===== src/rtl/i2c_pkg.sv =====
// rtl/i2c_pkg.sv - shared I2C constants and state encodings for i2c_slave and i2c_master
package i2c_pkg;

  localparam int I2C_ADDR_W = 7;
  localparam int I2C_BYTE_W = 8;

  localparam logic I2C_ACK  = 1'b0;
  localparam logic I2C_NACK = 1'b1;

  typedef enum logic [2:0] {
    ST_IDLE     = 3'd0,
    ST_ADDR     = 3'd1,
    ST_ADDR_ACK = 3'd2,
    ST_RX_BYTE  = 3'd3,
    ST_RX_ACK   = 3'd4,
    ST_TX_BYTE  = 3'd5,
    ST_TX_ACK   = 3'd6
  } i2c_state_e;

endpackage


===== src/rtl/i2c_slave_if.sv =====
// rtl/i2c_slave_if.sv - open-drain SCL/SDA pad bundle (dir=1 drives out, dir=0 releases)
interface i2c_slave_if;

  logic scl_in;
  logic sda_in;
  logic scl_out;
  logic scl_dir;
  logic sda_out;
  logic sda_dir;

  modport slave (
    input  scl_in, sda_in,
    output scl_out, scl_dir, sda_out, sda_dir
  );

  modport master (
    output scl_in, sda_in,
    input  scl_out, scl_dir, sda_out, sda_dir
  );

endinterface


===== src/rtl/i2c_bus_sync.sv =====
// rtl/i2c_bus_sync.sv - SCL/SDA synchronizers, SCL edge strobes, START/STOP detection
module i2c_bus_sync #(
  parameter int SYNC_STAGES = 2
) (
  input  logic clk,
  input  logic reset_n,
  input  logic scl_in,
  input  logic sda_in,
  output logic scl_s,
  output logic sda_s,
  output logic scl_rise,
  output logic scl_fall,
  output logic start,
  output logic stop
);

  logic [SYNC_STAGES-1:0] scl_sync;
  logic [SYNC_STAGES-1:0] sda_sync;
  logic                   scl_q;
  logic                   sda_q;

  // Reset to the idle bus level so leaving reset never looks like an edge.
  always_ff @(posedge clk or negedge reset_n) begin
    if (!reset_n) begin
      scl_sync <= '1;
      sda_sync <= '1;
      scl_q    <= 1'b1;
      sda_q    <= 1'b1;
    end else begin
      scl_sync <= {scl_sync[SYNC_STAGES-2:0], scl_in};
      sda_sync <= {sda_sync[SYNC_STAGES-2:0], sda_in};
      scl_q    <= scl_s;
      sda_q    <= sda_s;
    end
  end

  assign scl_s    = scl_sync[SYNC_STAGES-1];
  assign sda_s    = sda_sync[SYNC_STAGES-1];
  assign scl_rise = scl_s & ~scl_q;
  assign scl_fall = ~scl_s & scl_q;
  assign start    = scl_s & scl_q & sda_q & ~sda_s;
  assign stop     = scl_s & scl_q & ~sda_q & sda_s;

endmodule


===== src/rtl/i2c_slave.sv =====
// rtl/i2c_slave.sv - I2C target with byte strobes; clock stretching under I2C_SLAVE_STRETCH_EN
module i2c_slave
  import i2c_pkg::*;
#(
  parameter logic [I2C_ADDR_W-1:0] SLAVE_ADDR  = 7'h42,
  parameter int                    SYNC_STAGES = 2
) (
  input  logic                  clk,
  input  logic                  reset_n,
  i2c_slave_if.slave            bus,
  output logic [I2C_BYTE_W-1:0] rx_data,
  output logic                  rx_valid,
  input  logic [I2C_BYTE_W-1:0] tx_data,
  input  logic                  tx_ready,
  output logic                  tx_load,
  output logic                  start_det,
  output logic                  stop_det,
  output logic                  master_nack,
  output logic                  busy
);

  i2c_state_e state, state_nx;

  logic                  unused_scl_s;
  logic                  sda_s, scl_rise, scl_fall, bus_start, bus_stop;
  logic [2:0]            bit_cnt;
  logic                  byte_full, rw, ack_bit;
  logic                  sda_drv, sda_drv_nx;
  logic [I2C_BYTE_W-1:0] shreg, txsh;
  logic                  tx_due, load_go, rx_go, nack_go, match_go, miss_go;
  logic                  addr_hit, counting, scl_hold, ready_ok;

  i2c_bus_sync #(.SYNC_STAGES(SYNC_STAGES)) u_sync (
    .clk      (clk),
    .reset_n  (reset_n),
    .scl_in   (bus.scl_in),
    .sda_in   (bus.sda_in),
    .scl_s    (unused_scl_s),
    .sda_s    (sda_s),
    .scl_rise (scl_rise),
    .scl_fall (scl_fall),
    .start    (bus_start),
    .stop     (bus_stop)
  );

  assign addr_hit = (shreg[7:1] == SLAVE_ADDR);
  assign counting = (state == ST_ADDR) || (state == ST_RX_BYTE) || (state == ST_TX_BYTE);

`ifdef I2C_SLAVE_STRETCH_EN
  logic hold_set, load_q;

  assign ready_ok = tx_ready;
  assign hold_set = scl_fall & tx_due & ~tx_ready;

  // SCL is let go one clk after the load so bit 7 is settled before the line rises.
  always_ff @(posedge clk or negedge reset_n) begin
    if (!reset_n) begin
      scl_hold <= 1'b0;
      load_q   <= 1'b0;
    end else begin
      load_q <= load_go;
      if (bus_start || bus_stop) scl_hold <= 1'b0;
      else if (hold_set)         scl_hold <= 1'b1;
      else if (load_q)           scl_hold <= 1'b0;
    end
  end
`else
  logic unused_tx_ready;

  assign unused_tx_ready = tx_ready;
  assign ready_ok        = 1'b1;
  assign scl_hold        = 1'b0;
`endif

  always_ff @(posedge clk or negedge reset_n) begin
    if (!reset_n) state <= ST_IDLE;
    else          state <= state_nx;
  end

  always_comb begin
    state_nx = state;
    if (bus_start)     state_nx = ST_ADDR;
    else if (bus_stop) state_nx = ST_IDLE;
    else begin
      case (state)
        ST_ADDR:     if (scl_fall && byte_full) state_nx = addr_hit ? ST_ADDR_ACK : ST_IDLE;
        ST_ADDR_ACK: if (load_go) state_nx = ST_TX_BYTE;
                     else if (scl_fall && !rw) state_nx = ST_RX_BYTE;
        ST_RX_BYTE:  if (scl_fall && byte_full) state_nx = ST_RX_ACK;
        ST_RX_ACK:   if (scl_fall) state_nx = ST_RX_BYTE;
        ST_TX_BYTE:  if (scl_fall && byte_full) state_nx = ST_TX_ACK;
        ST_TX_ACK:   if (load_go) state_nx = ST_TX_BYTE;
                     else if (nack_go) state_nx = ST_IDLE;
        default:     state_nx = state;
      endcase
    end
  end

  // Per-state actions; START/STOP always win and release SDA.
  always_comb begin
    sda_drv_nx = sda_drv;
    tx_due     = 1'b0;
    rx_go      = 1'b0;
    nack_go    = 1'b0;
    match_go   = 1'b0;
    miss_go    = 1'b0;
    if (bus_start || bus_stop) begin
      sda_drv_nx = 1'b0;
    end else begin
      case (state)
        ST_ADDR:
          if (scl_fall && byte_full) begin
            if (addr_hit) begin
              match_go   = 1'b1;
              sda_drv_nx = 1'b1;
            end else begin
              miss_go = 1'b1;
            end
          end
        ST_ADDR_ACK: begin
          if (scl_fall) sda_drv_nx = 1'b0;
          if ((scl_fall || scl_hold) && rw) tx_due = 1'b1;
        end
        ST_RX_BYTE:
          if (scl_fall && byte_full) begin
            rx_go      = 1'b1;
            sda_drv_nx = 1'b1;
          end
        ST_RX_ACK:
          if (scl_fall) sda_drv_nx = 1'b0;
        ST_TX_BYTE:
          if (scl_fall) sda_drv_nx = byte_full ? 1'b0 : ~txsh[6];
        ST_TX_ACK:
          if (scl_fall || scl_hold) begin
            if (ack_bit == I2C_ACK) tx_due = 1'b1;
            else if (scl_fall)      nack_go = 1'b1;
          end
        default: sda_drv_nx = sda_drv;
      endcase
      if (tx_due && ready_ok) sda_drv_nx = ~tx_data[7];
    end
  end

  assign load_go = tx_due & ready_ok;
  assign tx_load = load_go;

  always_ff @(posedge clk or negedge reset_n) begin
    if (!reset_n) begin
      bit_cnt     <= 3'd0;
      byte_full   <= 1'b0;
      shreg       <= '0;
      txsh        <= '0;
      rw          <= 1'b0;
      ack_bit     <= I2C_NACK;
      sda_drv     <= 1'b0;
      rx_data     <= '0;
      rx_valid    <= 1'b0;
      start_det   <= 1'b0;
      stop_det    <= 1'b0;
      master_nack <= 1'b0;
      busy        <= 1'b0;
    end else begin
      start_det   <= bus_start;
      stop_det    <= bus_stop;
      rx_valid    <= rx_go;
      master_nack <= nack_go;
      sda_drv     <= sda_drv_nx;

      // The 7->0 wrap marks a full byte, consumed by the following falling edge.
      if (bus_start) begin
        bit_cnt   <= 3'd0;
        byte_full <= 1'b0;
      end else if (scl_rise && counting) begin
        bit_cnt   <= bit_cnt + 3'd1;
        byte_full <= (bit_cnt == 3'd7);
      end else if (scl_fall) begin
        byte_full <= 1'b0;
      end

      if (scl_rise && (state == ST_ADDR || state == ST_RX_BYTE)) shreg <= {shreg[6:0], sda_s};
      if (scl_rise && state == ST_TX_ACK) ack_bit <= sda_s;
      if (match_go) rw <= shreg[0];
      if (rx_go)    rx_data <= shreg;

      if (load_go) txsh <= tx_data;
      else if (state == ST_TX_BYTE && scl_fall && !byte_full) txsh <= {txsh[6:0], 1'b0};

      if (bus_stop || nack_go || miss_go) busy <= 1'b0;
      else if (match_go)                  busy <= 1'b1;
    end
  end

  assign bus.sda_dir = sda_drv;
  assign bus.sda_out = ~sda_drv;
  assign bus.scl_dir = scl_hold;
  assign bus.scl_out = ~scl_hold;

endmodule


===== src/flat_wrapper.sv =====
// flat-port wrapper written by rule: the top's interface ports become plain ports
module i2c_slave_flat import i2c_pkg::*;
#(
  parameter logic [I2C_ADDR_W-1:0] SLAVE_ADDR  = 7'h42,
  parameter int                    SYNC_STAGES = 2
)
  (clk, reset_n, rx_data, rx_valid, tx_data, tx_ready, tx_load, start_det, stop_det, master_nack, busy, bus_scl_in, bus_sda_in, bus_scl_out, bus_scl_dir, bus_sda_out, bus_sda_dir);
  i2c_slave_if bus_i ();
  input  logic clk;
  input  logic reset_n;
  output logic [I2C_BYTE_W-1:0] rx_data;
  output logic rx_valid;
  input  logic [I2C_BYTE_W-1:0] tx_data;
  input  logic tx_ready;
  output logic tx_load;
  output logic start_det;
  output logic stop_det;
  output logic master_nack;
  output logic busy;
  input wire logic [$bits(bus_i.scl_in)-1:0] bus_scl_in;
  input wire logic [$bits(bus_i.sda_in)-1:0] bus_sda_in;
  output wire logic [$bits(bus_i.scl_out)-1:0] bus_scl_out;
  output wire logic [$bits(bus_i.scl_dir)-1:0] bus_scl_dir;
  output wire logic [$bits(bus_i.sda_out)-1:0] bus_sda_out;
  output wire logic [$bits(bus_i.sda_dir)-1:0] bus_sda_dir;
  assign bus_i.scl_in = bus_scl_in;
  assign bus_i.sda_in = bus_sda_in;
  assign bus_scl_out = bus_i.scl_out;
  assign bus_scl_dir = bus_i.scl_dir;
  assign bus_sda_out = bus_i.sda_out;
  assign bus_sda_dir = bus_i.sda_dir;
  i2c_slave #(.SLAVE_ADDR(SLAVE_ADDR), .SYNC_STAGES(SYNC_STAGES)) u_core (.clk(clk), .reset_n(reset_n), .bus(bus_i), .rx_data(rx_data), .rx_valid(rx_valid), .tx_data(tx_data), .tx_ready(tx_ready), .tx_load(tx_load), .start_det(start_det), .stop_det(stop_det), .master_nack(master_nack), .busy(busy));
endmodule

===== config.mk =====
export PLATFORM = sky130hd
export DESIGN_NAME = i2c_slave_flat
export DESIGN_NICKNAME = d
export VERILOG_FILES = /design/src/rtl/i2c_pkg.sv /design/src/rtl/i2c_slave_if.sv /design/src/rtl/i2c_bus_sync.sv /design/src/rtl/i2c_slave.sv /design/src/flat_wrapper.sv
export SDC_FILE = /design/constraint.sdc
export NUM_CORES = 1
export LEC_CHECK = 0
export BUFFER_PORTS_ARGS = -buffer_cell sky130_fd_sc_hd__buf_2
export CAP_MARGIN = 20
export CORE_MARGIN = 8
export CORE_UTILIZATION = 58
export CTS_BUF_LIST = sky130_fd_sc_hd__clkbuf_4 sky130_fd_sc_hd__clkbuf_8
export DETAILED_ROUTE_END_ITERATION = 10
export PLACE_DENSITY_LB_ADDON = 0.1
export SETUP_SLACK_MARGIN = 0.3
export SLEW_MARGIN = 20
export SYNTH_ARGS = -nofsm -noshare
export SYNTH_HDL_FRONTEND = slang
export SYNTH_HIERARCHICAL = 1
export SYNTH_SLANG_ARGS = --single-unit

===== constraint.sdc =====
create_clock -name clk -period 2.8 [get_ports clk]
set_clock_uncertainty 0.05 [all_clocks]
set_input_delay 0.14 -clock clk [delete_from_list [all_inputs] [get_ports clk]]
set_output_delay 0.14 -clock clk [all_outputs]
set_load 0.02 [all_outputs]

Word level (Yosys, flattened, before mapping)
Cells that the tools add are included.

word-level totals
  register bits = 44
  bits of input ports = 13

operators by class
  $add $sub $neg = 1
  eq/ne operators = 19
  muxes and demuxes = 50
  bitwise operators = 14
  reduce and logical (&&, ||, !) cells = 24

operators with widths
  operator             number
  $mux 3               12
  $mux 1               32
  $pmux 3 s6           1
  $mux 7               2
  $eq 3x3->1 const B   4
  $ne 4x2->1 const B   3
  $ne 5x2->1 const B   2
  $logic_and 1x1->1    8
  $ne 4x1->1 const B   2
  $ne 4x3->1 const B   2
  $ne 4x4->1 const B   2
  $reduce_bool 8->1    1
  $and 1x1->1          7
  $eq 7x7->1 const B   1
  $not 1->1            7
  $reduce_and 7->1     1
  $eq 3x2->1 const B   2
  $reduce_and 6->1     1
  $reduce_bool 2->1    3
  $reduce_bool 6->1    1
  $logic_or 1x1->1     5
  $pmux 1 s4           1
  $add 3x1->3 const B  1
  $eq 3x1->1 const B   1
  5 further kinds      6

Depth between registers and ports, before layout
  depth in word-level cells = 11
  mapped depth = 7

Hierarchy
Netlist, hierarchy kept.

modules (own cells, without submodules)
  module        times used  cells an instance  area each (µm²)  sequential area each (µm²)
  i2c_slave     1           155                1814.2           952.2
  i2c_bus_sync  1           10                 190.2            157.7

Worst setup path after synthesis
No wires, ideal clock.

  path kind = reg-to-reg
  start = register u_core.u_sync.sda_q
  end = register u_core.txsh[1]
  setup time = 118 ps
  arrival = 1971 ps
  data required time = 2632 ps
  slack = 661 ps
  stages on the path, launching flop included = 7
  period minus slack after synthesis = 2139 ps
  cell sequence = dfstp_2 > and4b_1 > nand2b_1 > a2111oi_4 > buf_2 > nor2_1 > a21o_1

between the ends
  word-level cells in the longest chain between the ends = 6
  elaborated cells on any way between the ends = 9
  classes of those cells = mux: 2; bitwise: 5; reduce/logical: 2

ends and longest elaborated chain
  what                                         RTL line            text
  from (decl)                                  i2c_bus_sync.sv:20  logic sda_q;
  from (signal assigned)                       i2c_bus_sync.sv:33  sda_q <= sda_s;
  $not 1->1 (*)                                i2c_bus_sync.sv:42  assign stop = scl_s & scl_q & ~sda_q & sda_s;
  $and 1x1->1 (*) (2 in series)                i2c_bus_sync.sv:42
  via u_core.bus_stop                          i2c_slave.sv:25     logic sda_s, scl_rise, scl_fall, bus_start, bus_stop;
  $logic_or 1x1->1 (*)                         i2c_slave.sv:107    if (bus_start || bus_stop) begin
  $mux 1 (*)                                   i2c_slave.sv:107
  via tx_load                                  flat_wrapper.sv:15  output logic tx_load;
  $mux 7 or $reduce_bool 2->1 (tied branches)  -
  to (signal assigned)                         i2c_slave.sv:185    if (load_go) txsh <= tx_data;
  to (signal assigned)                         i2c_slave.sv:186    else if (state == ST_TX_BYTE && scl_fall && !byte_full) txsh <= {txsh[6:0], 1'b0};
  to (decl)                                    i2c_slave.sv:29     logic [I2C_BYTE_W-1:0] shreg, txsh;

The timed path passes the listed nets; every way through them passes the cells marked *.
A chain may end at the register's enable or synchronous reset.

Worst setup path in the final report
  start = register u_core.u_sync.sda_q
  end = output tx_load

between the ends
  word-level cells in the longest chain between the ends = 5
  elaborated cells on any way between the ends = 7
  classes of those cells = mux: 1; bitwise: 5; reduce/logical: 1

ends and longest elaborated chain
  what                       RTL line
  $not 1->1                  i2c_bus_sync.sv:42
  $and 1x1->1 (2 in series)  i2c_bus_sync.sv:42
  via u_core.bus_stop        i2c_slave.sv:25
  $logic_or 1x1->1           i2c_slave.sv:107
  $mux 1                     i2c_slave.sv:107
  to (decl)                  flat_wrapper.sv:15

The timed path passes the listed nets, and every way through them passes these cells.

==> results.toml <==
[clock_tree]
post_cts_resized = 0
cts_max_level = 2
cts_sinks = 44
cts_made_buffers = 5
cts.reportedPaths.clkPinSlew_ns = 0.12
cts_buffer_depth = 2
post_cts_buffers = 0
cts-root-buf = "clkbuf_4"
clock_latency_ns = 0.35
cts_tree = "yes"

[setup_path]
worstPathRequired_ns = 2.61
r2r_end = "u_core/rx_data[1]$_DFFE_PN0P_"
r2r_cells = 4
slowest_stage = "dfstp_2"
cp-startpoint = "u_core/u_sync/sda_q$_DFF_PN1_"
arrival_ns = 2.13
r2r-start = "u_core/u_sync/sda_sync[1]$_DFF_PN1_"
max_stage_delay_ns = 0.54
critPathCaptureType = "output pin"
cp_max_fo = 7
path_cells = "and4b_1 -> nand2b_1 -> a2111oi_4 -> buf_2"
criticalPathCategory = "reg2out"
critical_path.startpoint_type = "flop"
regToRegSetupSlack_ns = 0.56

[route]
drt-vias-per-instance = 5.34
num_vias = 1304
dr.first_iter.drc_count = 56
drc_errors = 0
ant_nets = 0
wl_mm = 3.56
drtPass1Iterations = 4
wl_per_cell_um = 14.6

[grt]
grt_pass1_vias = 1335
gr-usage-all-layers_pct = 14.1
grt_max_degree = 45
grt_pass1_wl_mm = 5.96
antenna_found_initial = 0
gr-total-overflow = 0

[floorplanning]
rows = 21
dieWidth_um = 74.8
initial_core_util_pct = 60.1
coreArea_um2 = 3340
io_pins = 31
die_h_um = 74.8
dieArea_um2 = 5590

[logic_synthesis]
ys_top_cells_by_count = "37 x dfrtp_1, 18 x mux2_2, 9 x nand2_1"
ys_warn_count = 6
syn_inst = 165
yosys.area.top_type_share_pct = 46.2
synth_top_area_cell = "dfrtp_1"
ys_types = 50
synth.most_common_cell = "dfrtp_1"
synth_area_leaders = "dfrtp_1 46%, mux2_2 10%, dfstp_2 9.2%"
synth-main-ff-cell = "dfrtp_1"
async_flop_share_pct = 100
synth-seq-cells = 44
synth_fp_nets = 180
avgSynthCellArea_um2 = 12.1
netlist_area_um2 = 2000
yosysSeqAreaShare_pct = 55.4
synth-edff-count = 0

[timing]
post-route-min-period_ns = 2.32
hold_viol_final = 0
drv_slew = 0
finalSetupTns_ns = 0
rsz0062_at_grt = "no"
tightest_slew_ns = 0.935
fmax_mhz = 430
timing.slew.headroom_pct = 37.7
setup_viol = 0
post-route-period-util_pct = 83.0

[layout]
utilization_pct = 68.6
syn2layout_area_growth_pct = 14.2
multi_input_area_um2 = 826
drive_gt1_share_pct = 34.8
diodes = 0
seqCellArea_um2 = 1110
fin_nets = 212
nFillCells = 269

[placement]
place.port_buffers = 27
hpwlAfterDp_mm = 2.52
routabilityCongestion = 0.831

[flow_run]
maxCapViolations = 0

[status]
status = "finished clean"

[power]
comb_power_share_pct = 21.9
p_per_area_nw_per_um2 = 667
seqPwrFrac_pct = 56.4
p_int_mw = 1.06
clkPwrFrac_pct = 21.7
p_switching_mw = 0.464
swShare_pct = 30.4
ir_worst_vdd_mv = 0.446
power.leakage_nw = 1.12

[min_path]
hold_path_depth = 3
worstHoldPathType = "in2reg"
whs_endpoint = "u_core/txsh[2]$_DFFE_PN0P_"
hp-start = "tx_data[2]"
==> worst max path at each step <==
stage                                         end  cells after the start
global placement    u_core/rx_data[6]$_DFFE_PN0P_                      4
finish                                    tx_load                      4
CTS                                       tx_load                      4
global route                              tx_load                      5
detailed placement  u_core/rx_data[7]$_DFFE_PN0P_                      4
floorplan              u_core/txsh[1]$_DFFE_PN0P_                      6
==> cells in the final DEF, fill, tap and decap left out, types with 2 or more instances in the layout <==
cell type      count
o21ai_1            4
ha_1               2
nand3_1            2
a21o_1             4
conb_1             2
clkbuf_4           7
mux2_2            18
nand2_1            9
o21ai_0            3
a22o_1             4
dlygate4sd3_1      6
nor2b_1            5
buf_4              2
dfrtp_1           37
mux2i_1            4
buf_2             27
nand2b_1           6
a21oi_1            3
and4b_1            2
nor2_1             8
dfstp_2            7
inv_1              5
xnor2_1            2
==> critical path, delay by kind of cell, from the launching register on <==
family / cells / cell delay [ns]
buffers and inverters: 1 / 0.26
flip-flops: 1 / 0.54
AO/OA/AOI/OAI: 1 / 0.49
AND/OR/NAND/NOR: 2 / 0.51
==> what timing repair did <==
item | 4_1_cts | 5_1_grt
setup endpoints to repair | 0 | 0
hold buffers | 6 | 0
endpoints found under the hold margin | 42 | 0
==> power groups by stage <==
stage,sequential [mW],combinational (mW),clock (mW)
after global placement,0.865,0.322,0
after CTS,0.862,0.339,0.345
after global routing,0.881,0.373,0.368
final,0.861,0.335,0.332
after detailed placement,0.876,0.332,0
after floorplan,0.824,0.291,0
==> state kept, by name (all words and copies together), names as in the netlist, 2 cells and up <==
register                count
u_core/rx_data              8
u_core/shreg                8
u_core/txsh                 7
u_core/bit_cnt              3
u_core/u_sync/scl_sync      2
u_core/state                3
u_core/u_sync/sda_sync      2
==> layer usage <==
metal / GRT usage (%) / part of all wire, %
met1: 17.0 / 47
met2: 22.2 / 46
met3: 4.93 / 5.9
met4: 6.30 / 1.6
met5: 0 / 0
==> per-stage QoR <==
step                hold slack, ns  total power, mW  std cells  area (µm²)  setup WS, ns
floorplan                   -0.206             1.12        165        2000         0.661
global placement             0.195             1.19        230        2160         0.584
detailed placement           0.197             1.21        230        2160         0.532
CTS                         0.0234             1.55        244        2290         0.464
global route                0.0315             1.62        244        2290         0.378
finish                      0.0429             1.53        244        2290         0.475
==> kinds of logic after synthesis <==
| group | count (synthesis) | share of synthesized area, % |
|---|---|---|
| buf+inv | 15 | 3.43 |
| flops | 44 | 55.4 |
| other cells | 2 | 0.375 |
| compound gates | 31 | 12.2 |
| xor+xnor | 2 | 0.874 |
| fa+ha+maj | 2 | 1.25 |
| mux | 23 | 12.9 |
| simple gates | 46 | 13.7 |
==> cell type report <==
cell class | count | share of cell area [%]
multi-input combinational | 106 | 36.1
tap | 46 | 2.52
timing repair buffer | 35 | 9.19
inverter | 5 | 0.820
sequential | 44 | 48.5
clock buffer | 8 | 2.90
No activity file was read; power rests on OpenSTA's default activity.
